[config.mk]
export PLATFORM = sky130hd
export DESIGN_NAME = usb_state_machine_flat
export DESIGN_NICKNAME = d
export VERILOG_FILES = /design/src/rtl/usb_pkg.sv /design/src/rtl/usb_state_machine_if.sv /design/src/rtl/usb_tx_shift_reg.sv /design/src/rtl/usb_state_machine.sv /design/src/flat_wrapper.sv
export SDC_FILE = /design/constraint.sdc
export NUM_CORES = 1
export LEC_CHECK = 0
export BUFFER_PORTS_ARGS = -buffer_cell sky130_fd_sc_hd__clkbuf_2
export CORE_UTILIZATION = 40
export CTS_BUF_LIST = sky130_fd_sc_hd__clkbuf_16
export DETAILED_ROUTE_END_ITERATION = 10
export GPL_TIMING_DRIVEN = 0
export PLACE_DENSITY = 0.67
export SETUP_SLACK_MARGIN = 0.02
export SLEW_MARGIN = 20
export SYNTH_ARGS = -nofsm -noshare
export SYNTH_HDL_FRONTEND = slang
export SYNTH_HIERARCHICAL = 1
export SYNTH_SLANG_ARGS = --single-unit
[constraint.sdc]
create_clock -name clk -period 6.2 [get_ports clk]
set_clock_uncertainty 0.15 [all_clocks]
set_input_delay 1.24 -clock clk [delete_from_list [all_inputs] [get_ports clk]]
set_output_delay 1.24 -clock clk [all_outputs]
set_load 0.01 [all_outputs]
[src/rtl/usb_pkg.sv]
// Shared types and constants for the ULPI link-side controller.
package usb_pkg;

    localparam int         TX_BYTES       = 66;
    localparam int         TX_W           = 8 * TX_BYTES;
    localparam logic [7:0] ULPI_IDLE_BYTE = 8'h00;

    typedef enum logic [2:0] {
        IDLE,
        RX_TURN,
        RX,
        TX,
        TX_STP
    } usb_state_e;

endpackage

[src/rtl/usb_state_machine_if.sv]
// PHY-side ULPI signals plus the internal packet/byte datapath, as seen by the link controller.
interface usb_state_machine_if;
    import usb_pkg::*;

    logic            dir;
    logic            nxt;
    logic [7:0]      data_in;
    logic            shift_out;
    logic [TX_W-1:0] internal_data_in;
    logic [7:0]      data_out;
    logic            stp;
    logic            new_byte;
    logic [7:0]      internal_data_out;

    modport master (
        output dir, nxt, data_in, shift_out, internal_data_in,
        input  data_out, stp, new_byte, internal_data_out
    );

    modport slave (
        input  dir, nxt, data_in, shift_out, internal_data_in,
        output data_out, stp, new_byte, internal_data_out
    );

endinterface

[src/rtl/usb_tx_shift_reg.sv]
// Packet shift register: load a full packet, shift one byte per accepted PHY handshake.
module usb_tx_shift_reg
    import usb_pkg::*;
(
    input  logic            clk,
    input  logic            rst,
    input  logic            load,
    input  logic            shift,
    input  logic [TX_W-1:0] din,
    output logic [7:0]      top_byte,
    output logic [7:0]      next_byte,
    output logic            last_byte
);

    logic [TX_W-1:0] sr;
    logic [6:0]      byte_cnt;

    always_ff @(posedge clk) begin
        if (rst) begin
            sr       <= '0;
            byte_cnt <= '0;
        end else if (load) begin
            sr       <= din;
            byte_cnt <= '0;
        end else if (shift) begin
            sr <= {sr[TX_W-9:0], 8'h00};
            // Counter parks on the final byte; the FSM leaves TX on that handshake.
            if (!last_byte)
                byte_cnt <= byte_cnt + 7'd1;
        end
    end

    assign top_byte  = sr[TX_W-1 -: 8];
    assign next_byte = sr[TX_W-9 -: 8];
    assign last_byte = (byte_cnt == 7'(TX_BYTES - 1));

endmodule

[src/rtl/usb_state_machine.sv]
// ULPI link controller: splits RX CMD from RX data, serialises 66-byte packets with nxt/stp.
module usb_state_machine
    import usb_pkg::*;
(
    input  logic               clk,
    input  logic               rst,
    usb_state_machine_if.slave bus
);

    usb_state_e state;
    logic [7:0] data_out_q;
    logic       stp_q;
    logic       new_byte_q;
    logic [7:0] rx_byte_q;

    logic [7:0] top_byte;
    logic [7:0] next_byte;
    logic       last_byte;
    logic       tx_load;
    logic       tx_shift;

    assign tx_load  = (state == IDLE) && !bus.dir && bus.shift_out;
    assign tx_shift = (state == TX) && !bus.dir && bus.nxt;

    usb_tx_shift_reg u_tx_sr (
        .clk       (clk),
        .rst       (rst),
        .load      (tx_load),
        .shift     (tx_shift),
        .din       (bus.internal_data_in),
        .top_byte  (top_byte),
        .next_byte (next_byte),
        .last_byte (last_byte)
    );

    always_ff @(posedge clk) begin
        if (rst) begin
            state      <= IDLE;
            data_out_q <= ULPI_IDLE_BYTE;
            stp_q      <= 1'b0;
            new_byte_q <= 1'b0;
            rx_byte_q  <= 8'h00;
        end else begin
            data_out_q <= ULPI_IDLE_BYTE;
            stp_q      <= 1'b0;
            new_byte_q <= 1'b0;
            case (state)
                IDLE: begin
                    if (bus.dir)
                        state <= RX_TURN;
                    else if (bus.shift_out) begin
                        state      <= TX;
                        data_out_q <= bus.internal_data_in[TX_W-1 -: 8];
                    end
                end
                RX_TURN: state <= bus.dir ? RX : IDLE;
                RX: begin
                    if (!bus.dir)
                        state <= IDLE;
                    else if (bus.nxt) begin
                        rx_byte_q  <= bus.data_in;
                        new_byte_q <= 1'b1;
                    end
                end
                TX: begin
                    // PHY grabbing the bus aborts the packet without stp.
                    if (bus.dir)
                        state <= RX_TURN;
                    else if (bus.nxt) begin
                        if (last_byte) begin
                            state <= TX_STP;
                            stp_q <= 1'b1;
                        end else
                            data_out_q <= next_byte;
                    end else
                        data_out_q <= top_byte;
                end
                TX_STP:  state <= bus.dir ? RX_TURN : IDLE;
                default: state <= IDLE;
            endcase
        end
    end

    assign bus.data_out          = data_out_q;
    assign bus.stp               = stp_q;
    assign bus.new_byte          = new_byte_q;
    assign bus.internal_data_out = rx_byte_q;

endmodule

[src/flat_wrapper.sv]
// flat-port wrapper written by rule: the top's interface ports become plain ports
module usb_state_machine_flat import usb_pkg::*;
  (clk, rst, bus_dir, bus_nxt, bus_data_in, bus_shift_out, bus_internal_data_in, bus_data_out, bus_stp, bus_new_byte, bus_internal_data_out);
  usb_state_machine_if bus_i ();
  input  logic clk;
  input  logic rst;
  input wire logic [$bits(bus_i.dir)-1:0] bus_dir;
  input wire logic [$bits(bus_i.nxt)-1:0] bus_nxt;
  input wire logic [$bits(bus_i.data_in)-1:0] bus_data_in;
  input wire logic [$bits(bus_i.shift_out)-1:0] bus_shift_out;
  input wire logic [$bits(bus_i.internal_data_in)-1:0] bus_internal_data_in;
  output wire logic [$bits(bus_i.data_out)-1:0] bus_data_out;
  output wire logic [$bits(bus_i.stp)-1:0] bus_stp;
  output wire logic [$bits(bus_i.new_byte)-1:0] bus_new_byte;
  output wire logic [$bits(bus_i.internal_data_out)-1:0] bus_internal_data_out;
  assign bus_i.dir = bus_dir;
  assign bus_i.nxt = bus_nxt;
  assign bus_i.data_in = bus_data_in;
  assign bus_i.shift_out = bus_shift_out;
  assign bus_i.internal_data_in = bus_internal_data_in;
  assign bus_data_out = bus_i.data_out;
  assign bus_stp = bus_i.stp;
  assign bus_new_byte = bus_i.new_byte;
  assign bus_internal_data_out = bus_i.internal_data_out;
  usb_state_machine u_core (.clk(clk), .rst(rst), .bus(bus_i));
endmodule
==> reports/results.ini, run 1 <==
[floorplan]
num_rows=93
fp.dieH_um=258
boundaryPins=559
dieArea_um2=66300
start_util=0.405
die_x_um=258
core_area_um2=64500

[synth]
synth-edff-count=0
yosysSeqAreaShare=0.426
synth_top_family_by_area=multiplexers
yosysUniqueCellTypes=36
synthesis.area_um2=26100
async_reset_ff_frac=0
synthFlopType=dfxtp_1
synthCells=2467
synth_area_leaders=dfxtp_1 43%, mux2_2 22%, mux2i_1 20%
ys_ff_latch=556
synth_top_area_frac=0.426
synth-xor-area-share=0.000671
yosysTopAreaCell=dfxtp_1
synth_compound_area_frac=0.0117
synth_area_per_cell_um2=10.6
ys_warn_count=6
synth.mux.area_fraction=0.424
synth-simple-area-share=0.0943
yosys.area_share.adder=0.000958
synth_nets=3010

[sta]
grt_setup_unrepaired=no
drv_slew=0
finalCriticalPeriod_ps=3390
hold_viol=0
timing_worst_slew_pin_value_ps=859
setup_violations=0
max_freq_mhz=295
post-route-period-util=0.547
relSlewSlack=0.427
final.setup.tns_ps=0

[placement]
post-dp-hpwl_um=57200
dp_cells=3880
gp_congestion=0.843
port_buffers=558

[grt]
overflow=0
grt_max_degree=17
grt_pass1_vias=19800
grt_usage=0.216
antenna_found_initial=27
grt_pass1_wl_um=112000

[setup_path]
crit_type=primary input to flop
critPathMaxFanout=10
endpoint_kind=flop
arrival_ps=3730
critical_path.reg2reg.startpoint=u_core/state[0]
start_kind=primary input
cp.required_ps=6540
startpoint=bus_nxt

[clocking]
post_cts_resized=0
clock_path_buffers=3
ctsHoldBuffers=0
clock_sinks=556
path_clk_slew_ps=60
h-tree-depth=2
cts-buffers-inserted=61
cts_root_buf=clkbuf_16
worstSkewPairLatency_ps=620
cts_tree=built
cts_setup_buffers=0

[min_path]
hold_path_class=flop to flop
worstHoldStart=u_core/bus.internal_data_out[3]

[power]
max-vdd-ir-drop_uv=210
power.density_nw_per_um2=269
power_w=0.00863
p_leak_nw=13.8

[finish]
areaGrowthSynthToFinish_pct=22.7
nNetsFinal=3631
drive_gt1_frac=0.417
fillerInstances=6072
fin_cells=4011

[routing]
vias=19600
vias_per_cell=4.88
ant_nets=0
firstDrtPassIters=5
routed_wl_um=74000
drc=0
wl_per_cell_um=18.5
drtIter0Drc=865

[run_status]
status=finished, final reports clean

[run]
cap_violations=0

-- placed cells by master (no fill, tap or decap), drive strengths merged, types with 2 or more instances in the layout --
cell | synthesis | layout
or3 | 3 | 3
bufinv | 0 | 9
nand2 | 6 | 6
clkinv | 0 | 29
and4bb | 2 | 2
nor3b | 11 | 11
nand3 | 16 | 16
inv | 3 | 17
nor2b | 10 | 10
a2111oi | 2 | 2
and2 | 4 | 4
diode | 0 | 17
mux2i | 522 | 522
dfxtp | 556 | 556
xor2 | 2 | 2
buf | 134 | 134
clkbuf | 71 | 690
a21oi | 29 | 29
mux2 | 520 | 520
and3b | 8 | 8
ha | 2 | 2
nor4b | 2 | 2
nand4 | 3 | 3
a211oi | 2 | 2
o21ai | 20 | 20
nor2 | 533 | 533
-- worst max-delay path, cell delays in order --
cell and delay [ps]:
clkbuf_2 100, buf_2 230, clkbuf_1 330, and2_1 350
buf_4 270, buf_2 290, buf_2 310, mux2_2 370
mux2i_1 170, nor2_1 60
-- where the power goes --
part / total, W / switching [W] / leakage, nW / internal, W
clock: 0.00370 / 0.00153 / 1.03 / 0.00216
combinational: 0.00106 / 0.000503 / 8.29 / 0.000558
sequential: 0.00388 / 0.000110 / 4.53 / 0.00377
-- metal layers --
metal	part of all wire	track usage	up-vias
met1	0.45	0.277	9250
met3	0.051	0.0467	122
met5	0.0014	0	-
met2	0.48	0.359	387
met4	0.024	0.0725	18
li1	-	-	9802
-- worst paths after layout --
path	endpoint	slack, ps	depth (start not counted)
max	u_core/u_tx_sr/sr[458]	2810	10
min	u_core/bus.internal_data_out[3]	330	2
max reg2reg	u_core/u_tx_sr/sr[525]	3100	8
min reg2reg	u_core/bus.internal_data_out[3]	330	2
-- final cells by class --
class	instances	area (um^2)	area share
timing repair buffer	558	2790	0.0872
buffer	205	1080	0.0337
multi-input combinational	1703	13900	0.434
inverter	3	11.3	0.000351
clock inverter	53	499	0.0156
clock buffer	61	1530	0.0476
sequential	556	11100	0.347
tap	855	1070	0.0334
antenna	17	42.5	0.00133
-- synth_stat cells, drive strengths merged (2+ instances only) --
library cell and instances:
dfxtp 556, nor2 533, mux2i 522, mux2 520
buf 134, clkbuf 71, a21oi 29, o21ai 20
nand3 16, nor3b 11, nor2b 10, and3b 8
nand2 6, and2 4, inv 3, nand4 3
or3 3, a2111oi 2, a211oi 2, and4bb 2
ha 2, nor4b 2, xor2 2
-- registers in the layout, indices dropped and copies added (netlist names) --
signal / flops
u_core/bus.data_out: 8
u_core/bus.internal_data_out: 8
u_core/bus.new_byte: 1
u_core/bus.stp: 1
u_core/state: 3
u_core/u_tx_sr/byte_cnt: 7
u_core/u_tx_sr/sr: 528
-- stage by stage --
stage / util / hold WS, ps / setup slack [ps] / cell area [um^2]
after CTS: 0.496 / 327 / 2770 / 32000
after floorplan: - / 303 / 3100 / 26100
after global placement: 0.465 / 312 / 2090 / 30000
after detailed placement: 0.465 / 318 / 2090 / 30000
final: 0.497 / 326 / 2810 / 32000
after global routing: 0.497 / 338 / 2570 / 32000
-- kinds of logic after synthesis --
family,count (synthesis)
buffers and inverters,208
multiplexers,1042
adder cells (fa/ha/maj),2
AND/OR/NAND/NOR,601
XOR/XNOR,2
AO/OA/AOI/OAI,56
flip-flops,556
Power figures use the tool's default switching activity.
==> inputs of run 2 (changes only) <==
- clock period: 6.2 -> 3.3 ns (I/O delays scaled with it)
==> reports/results.ini, run 2 (synthesis gave the netlist of run 1 again) <==
[floorplan]
num_rows=93  ; unchanged
dieArea_um2=66300  ; unchanged
fp.dieH_um=258  ; unchanged
die_x_um=258  ; unchanged
start_util=0.405  ; unchanged
boundaryPins=559  ; unchanged
core_area_um2=64500  ; unchanged

[finish]
largest_reg_flops=528  ; unchanged
drive_gt1_frac=0.418  ; about the same
fin_cells=4011  ; unchanged
layout_commonest_cell=clkbuf_2
layout_common_cells=560 x clkbuf_2, 556 x dfxtp_1, 533 x nor2_1, 522 x mux2i_1, 520 x mux2_2
fillerInstances=6073  ; +0.016%
areaGrowthSynthToFinish_pct=22.7  ; about the same
nNetsFinal=3631  ; unchanged
largest-register=u_core/u_tx_sr/sr

[sta]
relSlewSlack=0.427  ; unchanged
final.setup.worst_slack_ps=291  ; -2520 ps
grt_setup_unrepaired=no
setup_violations=0  ; unchanged
drv_slew=0  ; unchanged
timing_worst_slew_pin_value_ps=859  ; unchanged
post-route-period-util=0.912
finalCriticalPeriod_ps=3010
whs_ps=120  ; -206 ps
max_freq_mhz=332
hold_viol=0  ; unchanged
final.setup.tns_ps=0  ; unchanged

[power]
p_leak_nw=13.8  ; about the same
power.density_nw_per_um2=506  ; +88%
max-vdd-ir-drop_uv=395  ; +88%
power_w=0.0162  ; +88%

[clocking]
path_clk_slew_ps=60  ; about the same
ctsHoldBuffers=0  ; unchanged
cts-buffers-inserted=61  ; unchanged
clock_path_buffers=3  ; unchanged
cts_root_buf=clkbuf_16
h-tree-depth=2  ; unchanged
clock_sinks=556  ; unchanged
cts_tree=built
worstSkewPairLatency_ps=620  ; about the same

[grt]
grt_max_degree=17  ; unchanged
overflow=0  ; unchanged
grt_usage=0.216  ; unchanged
grt_pass1_vias=19800  ; unchanged
grt_pass1_wl_um=112000  ; unchanged
antenna_found_initial=27  ; unchanged

[routing]
firstDrtPassIters=5  ; unchanged
vias_per_cell=4.88  ; about the same
ant_nets=0  ; unchanged
routed_wl_um=74000  ; about the same
drtIter0Drc=865  ; unchanged
drc=0  ; unchanged
vias=19600  ; +0.010%
wl_per_cell_um=18.5  ; about the same

[placement]
post-dp-hpwl_um=57200  ; unchanged
port_buffers=558  ; unchanged
dp_cells=3880  ; unchanged
dpl_worst_slack_ps=-228  ; -2320 ps
gp_congestion=0.843  ; unchanged

[setup_path]
worst-path-stages=8  ; -2
crit_chain=buf_6 > nor4b_4 > and2_2 > buf_2 > clkbuf_1 > buf_2 > mux2i_1 > nor2_1
start_kind=flop
max_stage_delay_ps=510  ; +140 ps
crit_type=flop to flop
arrival_ps=3350  ; -380 ps
slowest_stage=nor4b_4
critPathMaxFanout=10  ; unchanged
crit_top_cell=buf_2
crit_family=buffers and inverters
critPathBufInv=4  ; -2
endpoint_kind=flop
cp.required_ps=3640  ; -2900 ps
r2r_cells=8  ; unchanged

[run_status]
status=finished, final reports clean

[min_path]
hold_depth=3  ; +1
hold_path_class=primary input to flop

[run]
cap_violations=0  ; unchanged

[run 2: layout make-up]
class                   count  area [um^2]  area share
multi-input cells        1703        13900       0.434
flip-flops and latches    556        11100       0.347
repair buffers            558         2790      0.0871
clock buffers              61         1530      0.0476
plain buffers             205         1080      0.0337
well taps                 855         1070      0.0334
clock inverters            53          499      0.0156
diodes                     17         42.5     0.00133
inverters                   3         11.3    0.000351
[run 2: repair_timing]
action / CTS / global route
setup buffers: 0 / 0
gates resized for setup: 0 / 3
setup endpoints to repair: 0 / 41
[run 2: path summary, 6_finish.rpt]
check                                  start                         endpoint  slack [ps]
min reg2reg  u_core/bus.internal_data_out[3]  u_core/bus.internal_data_out[3]         330
min                 bus_internal_data_in[16]            u_core/u_tx_sr/sr[16]         120
max reg2reg                  u_core/state[0]           u_core/u_tx_sr/sr[214]         290
max                          u_core/state[0]           u_core/u_tx_sr/sr[214]         290
[run 2: report_power, final]
| part | leakage, nW | internal [W] | switching [W] |
|---|---|---|---|
| logic | 8.29 | 0.00105 | 0.000945 |
| clock network | 1.03 | 0.00407 | 0.00288 |
| registers | 4.53 | 0.00708 | 0.000206 |
| total | 13.8 | 0.0122 | 0.00403 |
[run 2: routing by layer]
layer / wire length, um / part of all wire / vias to the layer above / global-route usage
met3: 3800 / 0.051 / 122 / 0.0467
met1: 33000 / 0.45 / 9251 / 0.277
li1: - / - / 9803 / -
met5: 106 / 0.0014 / - / 0
met2: 35300 / 0.48 / 387 / 0.359
met4: 1770 / 0.024 / 18 / 0.0725
[run 2: through the flow]
stage,instance area (um^2),util
floorplan,26100,-
global placement,30000,0.465
detailed placement,30000,0.465
CTS,32000,0.496
global route,32000,0.497
finish,32000,0.497
[run 2: tightest hold or removal path, cell delays in order]
cell	delay [ps]
clkbuf_2	70
mux2i_1	50
nor2_1	70
==> inputs of run 3 (changes only) <==
- CELL_PAD_IN_SITES_DETAIL_PLACEMENT: unset -> 0
- CELL_PAD_IN_SITES_GLOBAL_PLACEMENT: unset -> 1
- PLACE_DENSITY: 0.67 -> 0.81
==> reports/results.ini, run 3 (synthesis gave the netlist of run 1 again) <==
[run_status]
status=finished, final reports clean

[finish]
fin_area_um2=31900  ; -0.31%
nNetsFinal=3629  ; -0.055%
layout_commonest_cell=clkbuf_2
layout_common_cells=559 x clkbuf_2, 556 x dfxtp_1, 533 x nor2_1, 522 x mux2i_1, 520 x mux2_2
areaGrowthSynthToFinish_pct=22.3
drive_gt1_frac=0.415  ; -0.00271
largest_reg_flops=528  ; unchanged
largest-register=u_core/u_tx_sr/sr

[setup_path]
r2r_setup_slack_ps=290  ; about the same
slowest_stage=clkbuf_1
critPathBufInv=4  ; unchanged
critPathMaxFanout=10  ; unchanged
crit_top_cell=buf_2
arrival_ps=3360  ; about the same
r2r_end=u_core/u_tx_sr/sr[512]
crit_type=flop to flop
crit_family=buffers and inverters
critical_path.reg2reg.startpoint=u_core/state[0]
max_stage_delay_ps=580  ; +70 ps
crit_chain=buf_6 > nor4b_4 > and2_2 > buf_2 > clkbuf_1 > buf_2 > mux2i_1 > nor2_1
start_kind=flop
cp.required_ps=3650  ; about the same
endpoint_kind=flop
startpoint=u_core/state[0]
r2r_cells=8  ; unchanged

[grt]
grt_usage=0.224  ; +0.00754
grt_pass1_vias=21100  ; +6.7%
overflow=0  ; unchanged
antenna_found_initial=42  ; +56%
grt_pass1_wl_um=117000  ; +4.3%
grt_max_degree=17  ; unchanged

[sta]
max_freq_mhz=333  ; about the same
post-route-period-util=0.911  ; about the same
final.setup.worst_slack_ps=293  ; +1.81 ps
setup_violations=0  ; unchanged
drv_slew=0  ; unchanged
grt_setup_unrepaired=no
whs_ps=111  ; -8.30 ps
final.setup.tns_ps=0  ; unchanged
hold_viol=0  ; unchanged
timing_worst_slew_pin_value_ps=697  ; -163 ps
relSlewSlack=0.529  ; +0.102
finalCriticalPeriod_ps=3010  ; -1.81 ps

[clocking]
h-tree-depth=2  ; unchanged
post_cts_resized=0  ; unchanged
ctsHoldBuffers=0  ; unchanged
path_clk_slew_ps=60  ; about the same
clock_sinks=556  ; unchanged
cts_root_buf=clkbuf_16
worstSkewPairLatency_ps=630  ; about the same
cts_tree=built
cts_setup_buffers=0  ; unchanged
cts-buffers-inserted=59  ; -3.3%
clock_path_buffers=3  ; unchanged

[placement]
gp_congestion=0.849  ; +0.72%
port_buffers=558  ; unchanged
placed_area_um2=30000  ; unchanged
post-dp-hpwl_um=59900  ; +4.7%
dpl_worst_slack_ps=-259  ; -30.9 ps

[power]
max-vdd-ir-drop_uv=440  ; +11%
power_frac_comb=0.126  ; +0.003
clkPwrFrac=0.414  ; -0.014
power_w=0.0158  ; -2.3%
power.density_nw_per_um2=496  ; -2.0%
p_switching_w=0.00396  ; -1.7%
p_leak_nw=13.8  ; -0.32%
switching_share=0.250  ; +0.00154
pwr-share-seq=0.460  ; +0.011
internal_power_w=0.0119  ; -2.5%

[routing]
vias=20000  ; +2.1%
routed_wl_um=76100  ; +2.9%
firstDrtPassIters=4  ; -1
drtIter0Drc=824  ; -4.7%
drc=0  ; unchanged
vias_per_cell=4.98  ; +2.0%
ant_nets=0  ; unchanged
wl_per_cell_um=19.0  ; +2.8%

[min_path]
hold_path_class=primary input to flop
worstHoldStart=bus_internal_data_in[496]
hold_end=u_core/u_tx_sr/sr[496]
hold_depth=3  ; unchanged

[floorplan]
fp.dieH_um=258  ; unchanged
core_area_um2=64500  ; unchanged
num_rows=93  ; unchanged
dieArea_um2=66300  ; unchanged
start_util=0.405  ; unchanged
die_x_um=258  ; unchanged
boundaryPins=559  ; unchanged

[run]
cap_violations=0  ; unchanged

==> run 3: cell types whose count changed in the layout (fill, tap and decap cells not counted), moves of 3 or more <==
cell / change
inv_6: -5
clkinv_2: -3
bufinv_16: -3
inv_1: +7
clkinv_1: -3
diode_2: +9
==> run 3: worst max path at each step <==
stage / end / cells after the start / slack, ps
floorplan: u_core/u_tx_sr/sr[382] / 9 / 780
global route: u_core/u_tx_sr/sr[512] / 8 / 40
finish: u_core/u_tx_sr/sr[512] / 8 / 290
CTS: u_core/u_tx_sr/sr[512] / 8 / 170
global placement: u_core/u_tx_sr/sr[438] / 10 / -150
detailed placement: u_core/u_tx_sr/sr[443] / 10 / -260
==> run 3: cell type report <==
class	instances	area, um^2
clock inverter	48	404
timing repair buffer	558	2790
inverter	3	11.3
fill	6026	32500
clock buffer	60	1500
tap	855	1070
sequential	556	11100
antenna	26	65.1
multi-input combinational	1703	13900
buffer	205	1080
==> run 3: power groups by stage <==
stage | clock network [W] | registers, W | logic (W)
finish | 0.00656 | 0.00729 | 0.00200
global route | 0.00701 | 0.00733 | 0.00218
CTS | 0.00672 | 0.00729 | 0.00201
detailed placement | 0 | 0.00744 | 0.00199
global placement | 0 | 0.00742 | 0.00194
floorplan | 0 | 0.00733 | 0.00136
==> run 3: layer usage <==
layer / global-route usage / wire [um] / vias to the layer above
met5: 0 / 167 / -
met4: 0.0960 / 2860 / 26
met3: 0.0496 / 3950 / 169
met2: 0.380 / 37000 / 440
met1: 0.270 / 32100 / 9550
li1: - / - / 9804
==> run 3: worst min-delay path: stages <==
cell and delay (ps):
clkbuf_2 70, mux2i_1 50, nor2_1 70
==> run 3: per-stage QoR <==
step	util	cells
2_1_floorplan	-	2467
3_3_place_gp	0.465	3880
3_5_place_dp	0.465	3880
4_1_cts	0.495	3988
5_1_grt	0.495	4012
6_report	0.496	4014
